[config.mk]
export PLATFORM = sky130hd
export DESIGN_NAME = csa_accumulator_ctrl
export DESIGN_NICKNAME = d
export VERILOG_FILES = /design/src/rtl/csa_accumulator_ctrl.sv
export SDC_FILE = /design/constraint.sdc
export NUM_CORES = 1
export LEC_CHECK = 0
export CORE_ASPECT_RATIO = 0.6
export CORE_UTILIZATION = 45
export CTS_BUF_LIST = sky130_fd_sc_hd__clkbuf_8
export DETAILED_ROUTE_END_ITERATION = 6
export PLACE_DENSITY = 0.79
export SLEW_MARGIN = 10
export SYNTH_ARGS = -nofsm -noshare
export SYNTH_HDL_FRONTEND = slang
export SYNTH_SLANG_ARGS = --single-unit
[constraint.sdc]
create_clock -name clk -period 2 [get_ports clk]
set_input_delay 0.3 -clock clk [delete_from_list [all_inputs] [get_ports clk]]
set_output_delay 0.3 -clock clk [all_outputs]
set_load 0.02 [all_outputs]
[src/rtl/csa_accumulator_ctrl.sv]
// ---------------------------------------------------------------------------
// csa_accumulator_ctrl
//
// This block accumulates a packet of unsigned operands with a carry-save adder.
// Each accepted beat is folded into a redundant (S, C) pair. It takes one cycle
// per beat, no matter how wide the accumulator is. After the last beat, a
// resolve phase ripples the remaining carry vector into S, one half-add step
// per cycle. The block then presents the packet sum, the operand count and an
// overflow flag on a valid/ready output handshake.
//
// Parameters
//   W      operand width
//   N_W    operand-count width. A packet holds at most 2^N_W-1 counted operands.
//
// Ports
//   clk        single clock, rising-edge active
//   rst        asynchronous, active-high reset
//   in_valid   operand beat valid
//   in_ready   block can accept an operand beat (IDLE/ACCUM, not in reset)
//   in_data    unsigned operand, W bits
//   in_last    final operand of the packet, sampled with the beat
//   out_valid  result available (DONE state)
//   out_ready  consumer accepts the result
//   out_sum    packet sum modulo 2^(W+N_W), registered
//   out_count  operands accepted in the packet, saturating, registered
//   out_ovf    packet exceeded 2^N_W-1 operands, registered
// ---------------------------------------------------------------------------
module csa_accumulator_ctrl #(
  parameter int W   = 4,
  parameter int N_W = 4
) (
  input  logic               clk,
  input  logic               rst,
  input  logic               in_valid,
  output logic               in_ready,
  input  logic [W-1:0]       in_data,
  input  logic               in_last,
  output logic               out_valid,
  input  logic               out_ready,
  output logic [W+N_W-1:0]   out_sum,
  output logic [N_W-1:0]     out_count,
  output logic               out_ovf
);

  localparam int ACC_W = W + N_W;
  localparam logic [N_W-1:0] CNT_MAX = '1;

  typedef enum logic [1:0] {IDLE, ACCUM, RESOLVE, DONE} state_t;

  state_t           state_reg, state_next;
  logic [ACC_W-1:0] s_reg, s_next;
  logic [ACC_W-1:0] c_reg, c_next;
  logic [N_W-1:0]   cnt_reg, cnt_next;
  logic             ovf_reg, ovf_next;
  logic             load_out;

  logic [ACC_W-1:0] out_sum_reg;
  logic [N_W-1:0]   out_count_reg;
  logic             out_ovf_reg;

  logic [ACC_W-1:0] x_ext;
  logic [ACC_W-1:0] csa_sum, csa_carry;
  logic [ACC_W-1:0] ha_sum, ha_carry;

  assign x_ext = {{N_W{1'b0}}, in_data};

  // Per-bit adder cells. The carry vectors are produced already shifted up by
  // one bit. The carry out of the top bit is dropped, which gives the
  // modulo-2^ACC_W arithmetic.
  genvar gi;
  generate
    for (gi = 0; gi < ACC_W; gi++) begin : g_bit
      assign csa_sum[gi] = s_reg[gi] ^ c_reg[gi] ^ x_ext[gi];
      assign ha_sum[gi]  = s_reg[gi] ^ c_reg[gi];
      if (gi == 0) begin : g_lsb
        assign csa_carry[gi] = 1'b0;
        assign ha_carry[gi]  = 1'b0;
      end else begin : g_upper
        assign csa_carry[gi] = (s_reg[gi-1] & c_reg[gi-1]) |
                               (s_reg[gi-1] & x_ext[gi-1]) |
                               (c_reg[gi-1] & x_ext[gi-1]);
        assign ha_carry[gi]  = s_reg[gi-1] & c_reg[gi-1];
      end
    end
  endgenerate

  always_comb begin
    state_next = state_reg;
    s_next     = s_reg;
    c_next     = c_reg;
    cnt_next   = cnt_reg;
    ovf_next   = ovf_reg;
    in_ready   = 1'b0;
    out_valid  = 1'b0;
    load_out   = 1'b0;
    case (state_reg)
      IDLE: begin
        // Reset parks the FSM in IDLE. in_ready is gated so that nothing is
        // advertised while rst is still asserted.
        in_ready = !rst;
        if (in_valid && !rst) begin
          s_next     = x_ext;
          c_next     = '0;
          cnt_next   = N_W'(1);
          ovf_next   = 1'b0;
          state_next = in_last ? RESOLVE : ACCUM;
        end
      end
      ACCUM: begin
        in_ready = !rst;
        if (in_valid && !rst) begin
          s_next = csa_sum;
          c_next = csa_carry;
          if (cnt_reg == CNT_MAX) begin
            ovf_next = 1'b1;
          end else begin
            cnt_next = cnt_reg + N_W'(1);
          end
          if (in_last) begin
            state_next = RESOLVE;
          end
        end
      end
      RESOLVE: begin
        // Each step moves the pending carries at least one bit higher.
        // The carry vector is therefore empty after at most ACC_W steps.
        if (c_reg != '0) begin
          s_next = ha_sum;
          c_next = ha_carry;
        end else begin
          load_out   = 1'b1;
          state_next = DONE;
        end
      end
      DONE: begin
        out_valid = 1'b1;
        if (out_ready) begin
          state_next = IDLE;
        end
      end
      default: state_next = IDLE;
    endcase
  end

  always_ff @(posedge clk or posedge rst) begin
    if (rst) begin
      state_reg <= IDLE;
    end else begin
      state_reg <= state_next;
    end
  end

  always_ff @(posedge clk or posedge rst) begin
    if (rst) begin
      s_reg         <= '0;
      c_reg         <= '0;
      cnt_reg       <= '0;
      ovf_reg       <= 1'b0;
      out_sum_reg   <= '0;
      out_count_reg <= '0;
      out_ovf_reg   <= 1'b0;
    end else begin
      s_reg   <= s_next;
      c_reg   <= c_next;
      cnt_reg <= cnt_next;
      ovf_reg <= ovf_next;
      // The result registers capture only on entry to DONE. They keep the
      // last result in every other state.
      if (load_out) begin
        out_sum_reg   <= s_reg;
        out_count_reg <= cnt_reg;
        out_ovf_reg   <= ovf_reg;
      end
    end
  end

  assign out_sum   = out_sum_reg;
  assign out_count = out_count_reg;
  assign out_ovf   = out_ovf_reg;

endmodule

Word level (Yosys, flattened, before mapping)
Cells that the tools add are included.
{"block": "totals", "elab_cells": 94, "reg_bits": 36, "mem_count": 0, "romBits": 0, "out_inout_bits": 15, "ramBits": 0, "input_bits": 9, "latch_bits": 0}
{"block": "op_classes", "bitwise_logic": 35, "n_eq_ne": 12, "n_reduce_logical": 11, "muxes": 27, "div": 0, "order_cmp": 0, "addsub": 1, "shift": 0, "n_mul": 0}
{"cell": "8-bit two-way mux", "count": 6}
{"cell": "8-bit one-hot mux with 3 select lines", "count": 2}
{"cell": "2-bit != test, second input constant", "count": 8}
{"cell": "1-bit AND", "count": 15}
{"cell": "2-bit two-way mux", "count": 6}
{"cell": "4-bit two-way mux", "count": 3}
{"cell": "4-bit AND reduction", "count": 3}
{"cell": "1-bit bitwise XOR", "count": 12}
{"cell": "1-bit bitwise OR", "count": 8}
{"cell": "2-bit one-hot mux with 4 select lines", "count": 1}
{"cell": "4-bit one-hot mux with 2 select lines", "count": 1}
{"cell": "8-bit nonzero test", "count": 1}
{"cell": "1-bit two-way mux", "count": 7}
{"cell": "5-bit AND reduction", "count": 1}
{"cell": "4-bit by 1-bit adder with 4-bit output, second input constant", "count": 1}
{"cell": "2-bit equality test, second input constant", "count": 2}
{"cell": "4-bit equality test, second input constant", "count": 1}
{"cell": "3-bit nonzero test", "count": 1}
{"cell": "2-bit by 1-bit equality test with 1-bit output, second input constant", "count": 1}
{"cell": "2-bit zero test", "count": 1}
{"cell": "1-bit one-hot mux with 2 select lines", "count": 1}
{"cell": "2-bit nonzero test", "count": 1}
{"cell": "2-bit OR reduction", "count": 1}
{"cell": "1-bit logical AND", "count": 1}
{"cell": "1-bit zero test", "count": 1}

Depth between registers and ports, before layout
{"block": "depth", "ltp_word": 5, "depth_mapped": 8}

Worst setup path before layout
Ideal clock, no wire load.
{"block": "synth_timing", "path_type": "register to register", "from": "reg state_reg[0]", "to": "reg c_reg[1]", "arrival_time_ps": 1844, "n_path_buf": 3, "stages_incl_launch_ff": 9, "setup_ps": 125, "setup_slack_ps": 31, "path_cell_list": "dfrtp_1 inv_1 ha_1 and3_1 buf_6 or3_4 buf_6 buf_12 mux2_4"}
{"block": "synth_via", "elab_chain_cells": 3, "elab_cells_between_ends": 9}
{"item": "start: declaration", "line_no": "50", "source": "state_t state_reg, state_next;"}
{"item": "start signal: assignment", "line_no": "149", "source": "state_reg <= state_next;"}
{"item": "2-bit equality test (tied with other cells)", "line_no": "96", "source": "case (state_reg)"}
{"item": "2-bit != test (no line) / 3-bit nonzero test (equally long branches)"}
{"item": "4-bit AND reduction (no line)"}
{"item": "end signal: assignment", "line_no": "164", "source": "c_reg <= c_next;"}
{"item": "end: declaration", "line_no": "52", "source": "logic [ACC_W-1:0] c_reg, c_next;"}
Several ways; a longest one is shown, not always the timed one.
A chain may end at the register's enable or synchronous reset.

Final worst setup path
{"block": "layout_timing", "from": "reg state_reg[0]", "to": "out in_ready"}
{"block": "layout_via", "elab_chain_cells": 3, "elab_cells_between_ends": 4}
{"item": "2-bit by 1-bit equality test with 1-bit output / 2-bit zero test (equally long branches)", "line_no": "96"}
{"item": "2-bit OR reduction (no line) (*)"}
{"item": "1-bit two-way mux (*)"}
{"item": "end: declaration", "line_no": "35", "source": "output logic in_ready,"}
Mark *: on every way between the ends. The rest lies on a longest branch, timed or not.

==> results_dict.tcl <==
set metrics [dict create \
    antenna_found_initial 0 \
    synth_cell_types 34 \
    maxSlewHeadroom_pct 69.5 \
    chipHeight_um 52.5 \
    final_common_cell "dfrtp_1" \
    initial_core_util_pct 49.5 \
    num_vias 1356 \
    cts.path.max_buffers 2 \
    min_path_type "primary input to asynchronous set/reset pin" \
    endpoint_kind "primary output" \
    max-cap-violations 0 \
    ys_warn_count 0 \
    synth_async_sr_flop_share_pct 100 \
    final.period_utilization_pct 93.9 \
    syn_inst 169 \
    ys_seq_area_share_pct 45.7 \
    avgSynthCellArea_um2 11.3 \
    leakage_uw 0.00112 \
    switching_share_pct 39.0 \
    p_sw_uw 1520 \
    dieArea_mm2 0.00453 \
    n_antenna_cell 0 \
    synth-edff-count 0 \
    area_growth_syn_to_layout_pct 23.1 \
    start_kind "flop" \
    pin_count 24 \
    worst_ep_arrival_time_ns 1.58 \
    grt_overflow 0 \
    htreeDepth 2 \
    clkPwrFrac_pct 17.1 \
    layout.cells.non_filler 261 \
    skew_ns 0.0115 \
    routabilityCongestion 0.857 \
    grt_pass1_vias 1323 \
    tightest_slew_ns 0.457 \
    rsz0062_at_grt "no" \
    tns_ns 0 \
    die_width_um 86.2 \
    wl_per_cell_um 14.4 \
    netlist_area_mm2 0.00192 \
    first_iter_violations 45 \
    ys.flop_type "dfrtp_1" \
    crit_fanout 4 \
    peakVddDrop_v 0.000627 \
    report.final.slew_viol_count 0 \
    outcome "complete, no violations" \
    core_mm2 0.00387 \
    port_buffers 23 \
    p_int_uw 2380 \
    grt_pass1_wl_um 6250 \
    setup_viol_count_final 0 \
    final_antenna_net_count 0 \
    row_count 17 \
    hold_viol_final 0 \
    layout-drive-gt1-share_pct 19.1 \
    p_per_area_mw_per_mm2 1650 \
    ys_seq_elements 35 \
    combinationalPowerShare_pct 54.3 \
    grt_max_degree 36 \
    cts_tree "yes" \
    drt_wl_total_um 3760 \
    postCtsHoldBufs 0 \
    post-place-cells 252 \
    pwr-share-seq_pct 28.7 \
    crit_type "flop to primary output" \
    nNetsFinal 229 \
    syn-num-nets 195 \
    fmax_ghz 0.532 \
    viasPerCell 5.20 \
    fin_crit_ns 1.88 \
    firstDrtPassIters 4 \
    dp_hpwl_um 2750 \
    clk-insertion-delay-late_ns 0.29 \
    cp.required_ns 1.70 \
    root_buffer "clkbuf_8" \
    track_usage_pct 19.1 \
    clkSlewWorstSetupHoldPaths_ns 0.08 \
    mostFrequentLayoutCells "dfrtp_1, clkdlybuf4s50_1, mux2_2, nand2_1, ha_1" \
    cts_sinks 35 \
    numCtsBuffers 5 \
    remaining_drc_errors 0 \
]
[stage by stage]
| stage | hold WS, ns | utilization [%] | instance area (um^2) | setup slack, ns | power, uW |
|---|---|---|---|---|---|
| 6_report | 0.483 | 60.9 | 2360 | 0.121 | 3900 |
| 5_1_grt | 0.518 | 60.9 | 2360 | 0.0287 | 4160 |
| 4_1_cts | 0.491 | 60.7 | 2350 | 0.0979 | 3900 |
| 3_5_place_dp | 0.479 | 57.7 | 2230 | 0.0667 | 3230 |
| 3_3_place_gp | 0.468 | 57.7 | 2230 | 0.0767 | 3150 |
| 2_1_floorplan | 0.454 | - | 1920 | 0.0309 | 2670 |
[cells in the mapped netlist, drive strengths merged, types with 4 or more instances]
master	instances	area (um^2)
dfrtp	35	876
clkbuf	4	15.0
ha	14	175
o21ai	10	50.1
inv	13	48.8
mux2	17	203
a21oi	6	30.0
nor2	11	41.3
nand2	14	52.6
mux2i	10	100
[layer usage]
layer	up-vias	routed length, um	track usage, %
li1	660	-	-
met1	662	1920	26.1
met2	28	1600	29.4
met3	6	188	5.67
met4	0	48	5.83
met5	-	0	0
[cell families after synthesis]
family / share of synthesized area, %
AO/OA/AOI/OAI: 10.4
adder cells (fa/ha/maj): 12.3
buffers and inverters: 5.55
flip-flops: 45.7
multiplexers: 15.8
AND/OR/NAND/NOR: 10.3
[critical path, stage by stage (launching register included)]
cell	delay, ns
dfrtp_1	0.40
inv_1	0.11
ha_1	0.23
nor2_1	0.18
nor2_1	0.06
dlygate4sd2_1	0.32
[worst paths after layout]
check / cells after the start / to / slack, ns / from
max: 5 / in_ready / 0.12 / state_reg[0]
min: 3 / s_reg[7] / 0.48 / rst
max reg2reg: 6 / c_reg[1] / 0.12 / state_reg[0]
min reg2reg: 2 / out_sum[6] / 0.49 / out_sum[6]
max in group asynchronous: 3 / s_reg[5] / 1.19 / rst
min in group clk: 2 / out_sum[6] / 0.49 / out_sum[6]
[cell type report]
class	instances	area [um^2]
fillers	340	1510
repair buffers	34	312
clock inverters	2	35.0
clock buffers	6	82.6
inverters	13	48.8
flip-flops and latches	35	876
well taps	57	71.3
multi-input cells	114	933
[power by group through the flow]
| stage | clock network, uW | registers [uW] | logic (uW) |
|---|---|---|---|
| after detailed placement | 0 | 1140 | 2100 |
| after global placement | 0 | 1120 | 2030 |
| final | 666 | 1120 | 2120 |
| after global routing | 713 | 1150 | 2300 |
| after floorplan | 0 | 1190 | 1480 |
| after CTS | 677 | 1120 | 2100 |
[what timing repair did]
| action | CTS | global route |
|---|---|---|
| resized for setup | 1 | 0 |
| setup endpoints to repair | 1 | 4 |
| buffers inserted | 0 | 1 |
(Power assumes the default switching activity.)
